<file path="config.mk">
export PLATFORM = sky130hd
export DESIGN_NAME = bin_bcd_seq_flat
export DESIGN_NICKNAME = d
export VERILOG_FILES = /design/src/rtl/bin_bcd_seq_pkg.sv /design/src/rtl/bin_bcd_seq_if.sv /design/src/rtl/bin_bcd_seq_digit_adj.sv /design/src/rtl/bin_bcd_seq.sv /design/src/flat_wrapper.sv
export SDC_FILE = /design/constraint.sdc
export NUM_CORES = 1
export LEC_CHECK = 0
export ABC_AREA = 1
export BUFFER_PORTS_ARGS = -buffer_cell sky130_fd_sc_hd__buf_2
export CORE_MARGIN = 8
export CORE_UTILIZATION = 44
export DETAILED_ROUTE_END_ITERATION = 12
export GPL_ROUTABILITY_DRIVEN = 0
export PLACE_DENSITY_LB_ADDON = 0.12
export REMOVE_ABC_BUFFERS = 1
export SYNTH_ARGS = -nofsm -noshare
export SYNTH_HDL_FRONTEND = slang
export SYNTH_SLANG_ARGS = --single-unit
</file>
<file path="constraint.sdc">
create_clock -name clock -period 1.8 [get_ports clock]
set_clock_uncertainty 0.05 [all_clocks]
set_input_delay 0.09 -clock clock [delete_from_list [all_inputs] [get_ports clock]]
set_output_delay 0.09 -clock clock [all_outputs]
set_load 0.02 [all_outputs]
</file>
<file path="src/rtl/bin_bcd_seq_pkg.sv">
// Shared types and constants for the sequential binary-to-BCD converter.
package bin_bcd_seq_pkg;

    localparam int BCD_W      = 4;
    localparam int ADJ_THRESH = 5;

    typedef enum logic [1:0] {
        IDLE  = 2'd0,
        SHIFT = 2'd1,
        DONE  = 2'd2
    } state_t;

endpackage

</file>
<file path="src/rtl/bin_bcd_seq_if.sv">
// Host-side bus of bin_bcd_seq: write strobe, operand and registered results.
// The sign signal exists only when BIN_BCD_SIGNED_EN is defined.
interface bin_bcd_seq_if #(
    parameter int BIN_W  = 27,
    parameter int DIGITS = 8
);
    logic                  digcs;
    logic                  digwrite;
    logic [BIN_W-1:0]      binary;
    logic [4*DIGITS-1:0]   decimal;
    logic                  busy;
    logic                  done;
    logic                  overflow;
`ifdef BIN_BCD_SIGNED_EN
    logic                  sign;

    modport master (output digcs, digwrite, binary,
                    input  decimal, busy, done, overflow, sign);
    modport slave  (input  digcs, digwrite, binary,
                    output decimal, busy, done, overflow, sign);
`else
    modport master (output digcs, digwrite, binary,
                    input  decimal, busy, done, overflow);
    modport slave  (input  digcs, digwrite, binary,
                    output decimal, busy, done, overflow);
`endif
endinterface

</file>
<file path="src/rtl/bin_bcd_seq_digit_adj.sv">
// Double-dabble correction for one BCD digit: add 3 when the digit is 5 or more.
module bcd_digit_adj
    import bin_bcd_seq_pkg::*;
(
    input  logic [BCD_W-1:0] din,
    output logic [BCD_W-1:0] dout
);

    assign dout = (din >= BCD_W'(ADJ_THRESH)) ? din + BCD_W'(3) : din;

endmodule

</file>
<file path="src/rtl/bin_bcd_seq.sv">
// Sequential double-dabble binary-to-BCD converter; optional BIN_BCD_SIGNED_EN converts two's complement.
// Result and done appear BIN_W+1 edges after a write; writes while busy park in a one-deep latest-wins slot.
module bin_bcd_seq
    import bin_bcd_seq_pkg::*;
#(
    parameter int BIN_W  = 27,
    parameter int DIGITS = 8
) (
    input logic          clock,
    input logic          reset_n,
    bin_bcd_seq_if.slave bus
);

    localparam int DEC_W = BCD_W * DIGITS;
    localparam int CNT_W = $clog2(BIN_W);

    state_t             state, state_nxt;
    logic [BIN_W-1:0]   sh_q;
    logic [DEC_W-1:0]   dig_q;
    logic [DEC_W-1:0]   dig_adj;
    logic [DIGITS-1:0]  dig_bad;
    logic [CNT_W-1:0]   cnt_q;
    logic               ovf_q;
    logic               pend_vld;
    logic [BIN_W-1:0]   pend_dat;
    logic [DEC_W-1:0]   dec_q;
    logic               ovf_out_q;
    logic               done_q;
    logic               wr;
    logic               start;
    logic [BIN_W-1:0]   start_val;
    logic [BIN_W-1:0]   start_mag;

    assign wr    = bus.digcs && bus.digwrite;
    assign start = ((state == IDLE) && wr) || ((state == DONE) && (wr || pend_vld));

    // A write landing in DONE is newer than anything pending, so it wins.
    assign start_val = ((state == DONE) && !wr) ? pend_dat : bus.binary;

`ifdef BIN_BCD_SIGNED_EN
    logic sign_w, sign_q;
    assign start_mag = start_val[BIN_W-1] ? (~start_val + BIN_W'(1)) : start_val;
    assign bus.sign  = sign_q;
`else
    assign start_mag = start_val;
`endif

    for (genvar g = 0; g < DIGITS; g++) begin : g_adj
        bcd_digit_adj u_adj (
            .din  (dig_q[g*BCD_W +: BCD_W]),
            .dout (dig_adj[g*BCD_W +: BCD_W])
        );
        // Working digits are legal BCD by construction; a digit above 9 means corruption.
        assign dig_bad[g] = dig_q[g*BCD_W +: BCD_W] > 4'd9;
    end

    always_ff @(posedge clock or negedge reset_n) begin
        if (!reset_n) state <= IDLE;
        else          state <= state_nxt;
    end

    always_comb begin
        state_nxt = state;
        case (state)
            IDLE:    if (wr) state_nxt = SHIFT;
            SHIFT:   if (cnt_q == '0) state_nxt = DONE;
            DONE:    state_nxt = (wr || pend_vld) ? SHIFT : IDLE;
            default: state_nxt = IDLE;
        endcase
    end

    always_ff @(posedge clock or negedge reset_n) begin
        if (!reset_n) begin
            sh_q      <= '0;
            dig_q     <= '0;
            cnt_q     <= '0;
            ovf_q     <= 1'b0;
            pend_vld  <= 1'b0;
            pend_dat  <= '0;
            dec_q     <= '0;
            ovf_out_q <= 1'b0;
            done_q    <= 1'b0;
`ifdef BIN_BCD_SIGNED_EN
            sign_w    <= 1'b0;
            sign_q    <= 1'b0;
`endif
        end else begin
            done_q <= 1'b0;
            if (state == DONE) begin
                dec_q     <= dig_q;
                ovf_out_q <= ovf_q;
                done_q    <= 1'b1;
`ifdef BIN_BCD_SIGNED_EN
                sign_q    <= sign_w;
`endif
            end

            if (start) begin
                sh_q  <= start_mag;
                dig_q <= '0;
                cnt_q <= CNT_W'(BIN_W - 1);
                ovf_q <= 1'b0;
`ifdef BIN_BCD_SIGNED_EN
                sign_w <= start_val[BIN_W-1];
`endif
            end else if (state == SHIFT) begin
                {dig_q, sh_q} <= {dig_adj[DEC_W-2:0], sh_q, 1'b0};
                if (cnt_q != '0) cnt_q <= cnt_q - 1'b1;
                ovf_q <= ovf_q | dig_adj[DEC_W-1] | (|dig_bad);
            end

            if (state == DONE) begin
                pend_vld <= 1'b0;
            end else if (wr && (state == SHIFT)) begin
                pend_vld <= 1'b1;
                pend_dat <= bus.binary;
            end
        end
    end

    assign bus.decimal  = dec_q;
    assign bus.overflow = ovf_out_q;
    assign bus.done     = done_q;
    assign bus.busy     = (state != IDLE);

endmodule

</file>
<file path="src/flat_wrapper.sv">
// flat-port wrapper written by rule: the top's interface ports become plain ports
module bin_bcd_seq_flat import bin_bcd_seq_pkg::*;
#(
    parameter int BIN_W  = 27,
    parameter int DIGITS = 8
)
  (clock, reset_n, bus_digcs, bus_digwrite, bus_binary, bus_decimal, bus_busy, bus_done, bus_overflow);
  bin_bcd_seq_if #(.BIN_W(BIN_W), .DIGITS(DIGITS)) bus_i ();
  input logic clock;
  input logic reset_n;
  input wire logic [$bits(bus_i.digcs)-1:0] bus_digcs;
  input wire logic [$bits(bus_i.digwrite)-1:0] bus_digwrite;
  input wire logic [$bits(bus_i.binary)-1:0] bus_binary;
  output wire logic [$bits(bus_i.decimal)-1:0] bus_decimal;
  output wire logic [$bits(bus_i.busy)-1:0] bus_busy;
  output wire logic [$bits(bus_i.done)-1:0] bus_done;
  output wire logic [$bits(bus_i.overflow)-1:0] bus_overflow;
  assign bus_i.digcs = bus_digcs;
  assign bus_i.digwrite = bus_digwrite;
  assign bus_i.binary = bus_binary;
  assign bus_decimal = bus_i.decimal;
  assign bus_busy = bus_i.busy;
  assign bus_done = bus_i.done;
  assign bus_overflow = bus_i.overflow;
  bin_bcd_seq #(.BIN_W(BIN_W), .DIGITS(DIGITS)) u_core (.clock(clock), .reset_n(reset_n), .bus(bus_i));
endmodule
</file>
Word level (Yosys, flattened, before mapping)
Index checks and enable logic that the tools add are counted.

Register bits: 129. Bits in latches: 0. Memory bits (writable): 0. Bits in read-only memories: 0. Bits of input ports: 31. Output and inout bits: 35. Memories: 0.

$add $sub $neg: 9. Multipliers: 0. Div/mod/pow operators: 0. Magnitude comparators: 16. Equal/unequal tests: 4. Shift operators: 0. Multiplexer cells: 25. Bitwise gates (word level): 3. Reductions and logical operators: 19.

Operator list (count): $mux W27 (3); $mux W32 (2); $add A4 B2 Y4 const B (8); $ge A4 B3 Y1 const B (8); $gt A4 B4 Y1 const B (8); $mux W4 (8); $mux W5 (3); $reduce_bool A2 Y1 (4); $reduce_or A8 Y1 (1); $mux W1 (6); $pmux W2 S3 (1); $reduce_and A2 Y1 (3); $logic_and A1 B1 Y1 (5); $logic_not A5 Y1 (1); $reduce_bool A5 Y1 (1); $sub A5 B1 Y5 const B (1); $mux W2 (2); $ne A2 B1 Y1 const B (2); $eq A2 B1 Y1 const B (1); $eq A2 B2 Y1 const B (1); $logic_not A2 Y1 (1); $logic_or A1 B1 Y1 (2); $or A1 B1 Y1 (2); $logic_not A1 Y1 (1); $not A1 Y1 (1).

Longest topological paths before layout
Gate-level depths: netlist of run 1.

Depth after elaboration: 6. Mapped depth: 9.

Cells and area by module
From an unflattened synthesis of run 1, not the netlist that was laid out.

Cells, all modules: 786. Area total of the unflattened synthesis: 6665.1 µm².

By module, submodules not included: bin_bcd_seq (instances 1, cells an instance 602, area each 5584.1 µm²); bcd_digit_adj (instances 8, cells an instance 23, area each 135.1 µm²).

Least setup slack after synthesis of run 1
Ideal clock, no wire load.

Kind: flip-flop to flip-flop. Start: reg u_core.state[1]. End: reg u_core.dig_q[17]. Library setup time: 0.080 ns. Arrival: 1.224 ns. Setup slack: 0.447 ns. Stages on the path, launching flop included: 9. Buffers on the path: 1. Path through: dfrtp_1 nand2_2 nand2_2 nand2_4 inv_6 nor2_8 inv_4 buf_8 o22ai_2.

Longest elaborated chain between the ends: 4.

Ends and longest elaborated chain: start, declared (RTL line bin_bcd_seq.sv:17) `state_t state, state_nxt;`; start signal, assigned (RTL line bin_bcd_seq.sv:59) `else state <= state_nxt;`; $eq A2 B2 Y1 / $logic_not A2 Y1 (equally long branches) (RTL line bin_bcd_seq.sv:35) `assign start = ((state == IDLE) && wr) || ((state == DONE) && (wr || pend_vld));`; $logic_and A1 B1 Y1 (RTL line bin_bcd_seq.sv:35); $logic_or A1 B1 Y1 (RTL line bin_bcd_seq.sv:35); $mux W32 / $reduce_bool A2 Y1 (equally long branches); end signal, assigned (RTL line bin_bcd_seq.sv:107) `{dig_q, sh_q} <= {dig_adj[DEC_W-2:0], sh_q, 1'b0};`; end, declared (RTL line bin_bcd_seq.sv:19) `logic [DEC_W-1:0] dig_q;`.

Parallel ways exist; a longest one is shown, timed or not. A chain may end at the register's enable or synchronous reset.

Final worst setup path of run 1
Start: reg u_core.state[0]. End: reg u_core.dig_q[28].

Same word-level chain as after synthesis.

==> impl_results.md, run 1 <==
* Status: finished clean
* Leakage power at 3.864 nW
* Post-Syn Area at between 0.006 and 0.007 sq mm
* Seq. cell area at 0.003228 sq mm
* Vias per cell at ~5
* Effective utilization at floorplan at 45.09%
* Synth area leaders: dfrtp_1 (52%), nand2_1 (11%), o21ai_0 (5.3%)
* Worst Path Max Fanout at 16
* Row count at between 40 and 50
* CTS root buf: clkbuf_16
* Die height at around 140 um
* P per Cell Area at 1197 mW/mm^2
* Dpl hpwl at 9314 um
* Post-Syn Instances at roughly 700
* Initial antenna violation count at 0
* Post-synth top area share at 51.58%
* Crit path largest cell delay at about 0.41 ns
* Ys Warns at 0
* ANT nets after route at 0
* Final nets at about 850
* N_diodes at 0
* WP data required at ~2.1 ns
* Skew-Pair Late Insertion Delay at 0.41 ns
* Largest net degree at the start of global routing at 68
* Max Cap Viol at 0
* Commonest register cell after synthesis: dfrtp_1
* Worst-Margin Slew at 0.5578 ns
* Top cell family by delay on the critical path: buffers and inverters
* Max IR drop VDD at about 0.00069 V
* Sequential area share after synthesis at 51.58%
* Final slew viol count at 0
* Critical path class: reg2reg
* DRT iter0 DRCs at 318
* H-Tree Depth at 4
* TritonCTS clock tree: built
* Final count of negative-setup-slack endpoints at 0
* Crit-path cells: inv_2 > nor2_8 > inv_2 > buf_12 > a21oi_1 > o21ai_0 > o21ai_2
* Post-Layout Inst Area at 0.007555 sq mm
* IO buf count at 65
* Routed WL per cell at 13.81 um
* CTS Buffer Depth at 2
* Core area at 0.01388 sq mm
* Cell taking the most area after synthesis: dfrtp_1
* Clock sink count at 129
* Final wirelength at approximately 14000 um
* Setup repair after global routing missed its margin: no
* Final Hold Vio Count at 0
* Most common cell in the netlist: nand2_1
* Share of the clock period used by the worst path at approximately 91%
* Overall routing resource usage at between 10% and 20%
* Share of layout cells above drive strength 1 at 17.69%
* Grt ovf at 0
* Area Overhead vs Synth at 20.71%
* Post-Place Cell Area at 0.006756 sq mm
* Critical Path Slowest Stage Cell: dfrtp_1
* Crit path top cell by count: inv_2
* Number of synthesized flops with an enable pin at 0
* Area of the multi-input gates at 0.002484 sq mm
* Async SR Flop Fraction at 100.0%
* #FFs+latches synth at about 130
* Worst hold-check path type: in2async
* Max transition margin at 62.82%
* Die area at between 0.015 and 0.02 sq mm
* Vias at 4988
* Clk slew on worst S/H paths at 0.06 ns
* Count of cell types in the netlist at 35
* Total negative slack at 0 ns
* Final min period at 1.630 ns
* Buf/Inv on CP at 3
* Vias in the first global route at ~5000
* Syn avg cell area at between 8 and 9 sq um
* Number of CTS-inserted buffers at 17
* Maximum clock rate at 0.6134 GHz
* First-pass GRT wire length at 23560 um
* Startpoint Class: flop
* CP Capture Type: flop
* Die X at 135.3 um
* Hold WS at ~0.11 ns
* Residual DRC at 0
* Synth cell count leaders: nand2_1 (191), dfrtp_1 (129), inv_1 (80), o21ai_0 (66), nand3_1 (46)
* IO Pins at 66
* Fillcell total at 1260
* Router iterations before antenna repair at 7
* Worst Path Arrival at ~1.9 ns
logic make-up after synthesis:
kind of cell	Yosys count	synth area share, %
AOI/OAI and AO/OA	172	16.81
and+or+nand+nor	264	18.21
buffers and inverters	116	8.877
adders and majority gates	17	3.399
xor gates and xnor gates	8	1.120
DFF	129	51.58
metrics by stage:
| stage | setup WS (ns) | cells | power, mW | util (%) |
|---|---|---|---|---|
| 3_5_place_dp | 0.04605 | 937 | 6.016 | 48.68 |
| 2_1_floorplan | 0.09181 | 676 | 5.383 | - |
| 4_1_cts | 0.06473 | 994 | 9.133 | 54.34 |
| 6_report | 0.1698 | 994 | 9.045 | 54.43 |
| 5_1_grt | 0.05121 | 994 | 9.649 | 54.43 |
| 3_3_place_gp | 0.1677 | 937 | 5.895 | 48.68 |
registers in the layout (all words and copies together) (netlist names), 2 cells and up:
register and count:
u_core.state 2, u_core.cnt_q 5, u_core.bus.decimal 32, u_core.pend_dat 27, u_core.sh_q 27, u_core.dig_q 32
placed cells by master, fill, tap and decap left out, drive strengths merged:
| cell type | n |
|---|---|
| buf | 81 |
| nand3b | 3 |
| o22ai | 15 |
| dfrtp | 129 |
| a21oi | 18 |
| inv | 86 |
| nand3 | 47 |
| nor3 | 1 |
| xor2 | 8 |
| clkinv | 8 |
| o2111ai | 1 |
| clkbuf | 20 |
| ha | 17 |
| or2 | 1 |
| o21ai | 111 |
| bufinv | 1 |
| a22oi | 1 |
| o211ai | 25 |
| nand4 | 1 |
| dlygate4sd3 | 28 |
| nor2 | 16 |
| nand2 | 195 |
| o21bai | 1 |
timing repair:
action / 4_1_cts / 5_1_grt
gates resized for setup: 0 / 3
hold buffers: 28 / 0
buffers inserted: 0 / 0
endpoints found under the setup margin: 0 / 31
endpoints found under the hold margin: 161 / 0
report_power, final:
group | total [mW] | switching [mW] | internal (mW) | leakage, nW
sequential | 3.61 | 0.303 | 3.30 | 1.60
combinational | 2.41 | 1.44 | 0.970 | 2.00
clock | 3.02 | 1.18 | 1.85 | 0.258
metal layers:
| metal | vias to the layer above | wire length (um) | GRT usage, % |
|---|---|---|---|
| li1 | 2513 | - | - |
| met1 | 2335 | 6142 | 19.22 |
| met2 | 109 | 6666 | 25.89 |
| met3 | 31 | 565 | 4.117 |
| met4 | 0 | 353 | 7.896 |
| met5 | - | 0 | 0 |
final timing paths:
check,from,to,slack [ns],cells past startpoint
max,u_core.state[0],u_core.dig_q[28],0.17,7
min,reset_n,u_core.bus.decimal[27],0.11,2
max reg2reg,u_core.state[0],u_core.dig_q[28],0.17,7
min reg2reg,u_core.bus.decimal[13],u_core.bus.decimal[13],0.43,2
max in group asynchronous,reset_n,u_core.bus.decimal[6],0.98,3
min in group clock,bus_digwrite,u_core.pend_vld,0.21,4
area by class of cell:
type	count	area share, %
clock buffers	20	5.780
clock inverters	9	0.9275
inverters	86	4.405
multi-input cells	461	32.88
flip-flops and latches	129	42.73
well taps	180	2.981
repair buffers	109	10.30
(Power assumes the default switching activity.)
==> inputs of run 2 (changes only) <==
==> constraint.sdc (replaced) <==
create_clock -name clock -period 1.63 [get_ports clock]
set_clock_uncertainty 0.05 [all_clocks]
set_input_delay 0.0815 -clock clock [delete_from_list [all_inputs] [get_ports clock]]
set_output_delay 0.0815 -clock clock [all_outputs]
set_load 0.02 [all_outputs]
==> impl_results.md, run 2 (synthesis gave the netlist of run 1 again) <==
* Status: finished clean
* Router iterations before antenna repair at 5
* Placed Cells at 940
* Final slew viol count at 0
* Setup ws final at 0.1003 ns
* Grt ovf at 0
* R2r setup slk at 0.10 ns
* Clk slew on worst S/H paths at around 0.050 ns
* IO buf count at 65
* First-pass GRT wire length at 23270 um
* Total negative slack at 0 ns
* Leakage power at 3.916 nW
* Non-filler cells in the finished layout at around 1000
* Worst Setup SP: u_core.state[0]
* Skew-Pair Late Insertion Delay at 0.41 ns
* Row count at 43
* Worst Hold Depth at 4
* Startpoint Class: flop
* CP Capture Type: flop
* TritonCTS clock tree: built
* WHS Endpoint: u_core.pend_vld
* Vias per cell at 4.913
* Die area at 0.01830 sq mm
* P per Cell Area at between 1000 and 1500 mW/mm^2
* Final Hold Vio Count at 0
* Vias at about 4900
* Fillcell total at between 1000 and 1500
* R2R cell count at 5
* Residual DRC at 0
* R2r startpoint: u_core.state[0]
* IO Pins at 66
* Final nets at 855
* Share of layout cells above drive strength 1 at between 10% and 20%
* ANT nets after route at 0
* Worst Path Max Fanout at 29
* Largest net degree at the start of global routing at 75
* N_diodes at 0
* R2R Path End: u_core.dig_q[3]
* Commonest cells after routing, fill and taps aside: nand2_1 (190), dfrtp_1 (128), inv_1 (80)
* Worst-Margin Slew at 0.4788 ns
* CTS root buf: clkbuf_16
* Worst Path Arrival at 1.81 ns
* Routed WL per cell at 13.54 um
* Initial antenna violation count at 0
* DRT iter0 DRCs at 327
* Max IR drop VDD at 0.0006777 V
* CTS Buffer Depth at 2
* Clock sink count at 129
* Vias in the first global route at 5027
* Dpl hpwl at 9084 um
* Core area at 0.01388 sq mm
* Max transition margin at 68.03%
* Final wirelength at ~14000 um
* Final min period at 1.530 ns
* Setup repair after global routing missed its margin: no
* Max Cap Viol at 0
* Core Util, Final at 55.31%
* Overall routing resource usage at 15.74%
* Critical path class: reg2reg
* Maximum clock rate at approximately 0.65 GHz
* Overall power consumption at approximately 10 mW
* Final count of negative-setup-slack endpoints at 0
* Worst hold-check path type: in2reg
* H-Tree Depth at 4
* Die X at 135.3 um
* Hold Path Origin: bus_digwrite
* Area Overhead vs Synth at 22.67%
* Share of the clock period used by the worst path at around 94%
* WP data required at 1.91 ns
* Effective utilization at floorplan at between 40% and 50%
* Die height at between 100 and 150 um
* Commonest non-fill, non-tap cell in the layout: nand2_1
* Pre-CTS setup slack at 0.01199 ns
* Number of CTS-inserted buffers at 17
run 2: cell count changes in the layout (fill, tap and decap cells not counted), moves of 2 or more:
cell / delta
o21ai_1: +2
clkbuf_8: +6
clkinv_2: -5
buf_4: +2
o21ai_0: -2
run 2: area by class of cell:
class,count,area [sq um],share of cell area (%)
clock inverters,5,75.07,0.9778
multi-input cells,461,2489,32.42
clock buffers,25,515.5,6.714
well taps,180,225.2,2.934
repair buffers,112,813.3,10.59
flip-flops and latches,129,3229,42.06
inverters,86,330.3,4.302
run 2: how the worst max path moves through the flow:
stage | slack, ns | to | cells past startpoint
5_1_grt | 0.003 | u_core.dig_q[3] | 5
3_5_place_dp | 0.01 | u_core.sh_q[17] | 5
6_report | 0.10 | u_core.dig_q[3] | 5
3_3_place_gp | 0.1 | u_core.sh_q[13] | 5
2_1_floorplan | -0.08 | u_core.pend_dat[0] | 4
4_1_cts | 0.02 | u_core.sh_q[17] | 5
run 2: repair_timing:
| item | in CTS | in global routing |
|---|---|---|
| hold endpoints to repair | 178 | 0 |
| buffers inserted | 0 | 0 |
| endpoints found under the setup margin | 0 | 32 |
| gates resized for setup | 0 | 6 |
| hold buffers | 28 | 0 |
run 2: worst max-delay path: stages, from the launching register on:
cell and delay, ns:
dfrtp_1 0.41, inv_2 0.11, nor2_8 0.20, buf_4 0.35, o21ai_0 0.15, o22ai_1 0.16
run 2: through the flow:
| stage | instance area [sq um] | hold slack [ns] |
|---|---|---|
| final | 7677 | 0.1237 |
| after global placement | 6792 | 0.06830 |
| after floorplan | 6033 | -0.2641 |
| after global routing | 7677 | 0.1570 |
| after detailed placement | 6792 | 0.06755 |
| after CTS | 7662 | 0.1161 |
run 2: where the power goes:
part,total [mW],internal (mW),switching (mW)
Combinational,2.76,1.17,1.59
Sequential,3.98,3.65,0.332
Clock,3.75,2.47,1.28
Total,10.5,7.29,3.21
run 2: layer usage:
metal / share of wire (%) / global-route usage (%) / routed length (um)
met5: 0 / 0 / 0
met4: 1.1 / 6.663 / 154
met3: 2.8 / 3.858 / 381
met2: 51 / 27.10 / 6903
met1: 45 / 18.33 / 6074
==> inputs of run 3 (changes only) <==
--- a/config.mk
+++ b/config.mk
@@ -8,7 +8,8 @@
 export ABC_AREA = 1
 export BUFFER_PORTS_ARGS = -buffer_cell sky130_fd_sc_hd__buf_2
 export CORE_MARGIN = 8
-export CORE_UTILIZATION = 44
+export CORE_UTILIZATION = 50
+export CTS_CLUSTER_DIAMETER = 50
 export DETAILED_ROUTE_END_ITERATION = 12
 export GPL_ROUTABILITY_DRIVEN = 0
 export PLACE_DENSITY_LB_ADDON = 0.12
==> impl_results.md, run 3 (synthesis gave the netlist of run 1 again) <==
* Status: finished clean
* Net Switching at 3.269 mW
* Area Overhead vs Synth at 22.61%
* Vias in the first global route at 4873
* Worst-Margin Slew at 0.6843 ns
* Total negative slack at 0 ns
* P per Cell Area at 1355 mW/mm^2
* Commonest non-fill, non-tap cell in the layout: nand2_1
* Die X at 127.9 um
* Row count at about 40
* Final wirelength at 13160 um
* Comb power frac at 26.1%
* Setup repair after global routing missed its margin: no
* Die area at 0.01635 sq mm
* Overall routing resource usage at ~17%
* Commonest cells after routing, fill and taps aside: nand2_1 (190), dfrtp_1 (128), inv_1 (78)
* Max Cap Viol at 0
* Seq pwr share at 38.5%
* Core area at roughly 0.012 sq mm
* Overall power consumption at ~10 mW
* Share of the clock period used by the worst path at 93.49%
* Number of CTS-inserted buffers at 17
* Final nets at 851
* Placed Cells at slightly above 900
* Final Hold Vio Count at 0
* WP data required at 1.88 ns
* Switching Share at 31.45%
* Share of layout cells above drive strength 1 at roughly a fifth
* Max transition margin at 54.38%
* Critical path class: reg2reg
* Final count of negative-setup-slack endpoints at 0
* CP Capture Type: flop
* Non-filler cells in the finished layout at roughly 1000
* CTS Buffer Depth at 2
* Residual DRC at 0
* DRT iter0 DRCs at 444
* Leakage power at between 3 and 4 nW
* Router iterations before antenna repair at 7
* Setup bufs post-CTS at 0
* Largest net degree at the start of global routing at 130
* Worst Path Max Fanout at 4
* N_diodes at 0
* Die height at 127.9 um
* Worst hold-check path type: in2reg
* Maximum clock rate at 0.6562 GHz
* Clock sink count at 129
* Final slew viol count at 0
* IO buf count at 65
* IO Pins at 66
* Routed WL per cell at 13.32 um
* Vias per cell at 5.010
* H-Tree Depth at 4
* Dpl hpwl at between 8000 and 9000 um
* Clk slew on worst S/H paths at approximately 0.050 ns
* Power Internal at 7.125 mW
* Clock group share of total power at between 30 and 40%
* Startpoint Class: flop
* Final min period at ~1.5 ns
* Grt ovf at 0
* Worst Path Arrival at approximately 1.8 ns
* First-pass GRT wire length at 22710 um
* Skew-Pair Late Insertion Delay at 0.41 ns
* ANT nets after route at 0
* Max IR drop VDD at 0.0006107 V
* Initial antenna violation count at 0
* Effective utilization at floorplan at roughly half
* CTS root buf: clkbuf_16
* Vias at 4950
* TritonCTS clock tree: built
-- run 3: cell count changes in the layout (fill, tap and decap cells not counted), moves of 2 or more --
cell and delta:
buf_12 +3, buf_4 -7, clkbuf_1 +2, inv_1 -2
inv_2 +2, o21ai_0 -3, o21ai_1 +3
-- run 3: final cells by class --
type	count	area [sq um]
Inverter	86	330.3
Timing Repair Buffer	108	820.8
Multi-Input combinational cell	461	2496
Sequential cell	129	3229
Fill cell	1096	4741
Clock inverter	4	45.04
Clock buffer	28	536.8
Tap cell	172	215.2
-- run 3: worst max-delay path, cell delays in order (launching register included) --
cell and delay (ns):
dfrtp_1 0.39, inv_1 0.13, ha_1 0.22, inv_1 0.08, nand2_1 0.10, nand3_1 0.13, o21ai_0 0.21, o22ai_1 0.10
-- run 3: worst paths after layout --
kind	from	endpoint	slack, ns	cells past startpoint
worst max-delay path	u_core.dig_q[25]	u_core.dig_q[26]	0.11	7
worst min-delay path	bus_digwrite	u_core.pend_vld	0.11	4
worst max register to register	u_core.dig_q[25]	u_core.dig_q[26]	0.11	7
worst min register to register	u_core.bus.decimal[6]	u_core.bus.decimal[6]	0.43	2
max in group asynchronous	reset_n	u_core.state[1]	0.71	3
min in group asynchronous	reset_n	u_core.bus.decimal[25]	0.27	3
-- run 3: power groups by stage --
stage | registers (mW) | logic (mW) | clock network [mW]
floorplan | 3.95 | 2.00 | 0
global placement | 4.01 | 2.48 | 0
detailed placement | 4.03 | 2.57 | 0
CTS | 3.98 | 2.67 | 3.75
global route | 4.04 | 3.11 | 3.88
finish | 4.00 | 2.72 | 3.68
-- run 3: repair_timing --
item / CTS / global route
gates resized for setup: 0 / 13
hold buffers: 28 / 0
endpoints found under the hold margin: 179 / 0
endpoints found under the setup margin: 0 / 9
-- run 3: routing by layer --
layer / GRT usage, % / wire [um] / up-vias
met5: 0 / 0 / -
met4: 8.182 / 270 / 0
met3: 4.035 / 482 / 24
met2: 28.22 / 6391 / 100
met1: 21.19 / 6019 / 2308
li1: - / - / 2518
-- run 3: per-stage QoR --
stage / cell area [sq um] / hold WS [ns] / setup slack [ns] / util, %
final: 7674 / 0.1075 / 0.1061 / 61.81
after global routing: 7674 / 0.1339 / 0.01202 / 61.81
after detailed placement: 6789 / 0.2068 / 0.1246 / 54.69
after CTS: 7651 / 0.1062 / 0.06966 / 61.63
after global placement: 6789 / 0.2014 / 0.1663 / 54.69
after floorplan: 6033 / -0.2641 / -0.07819 / -
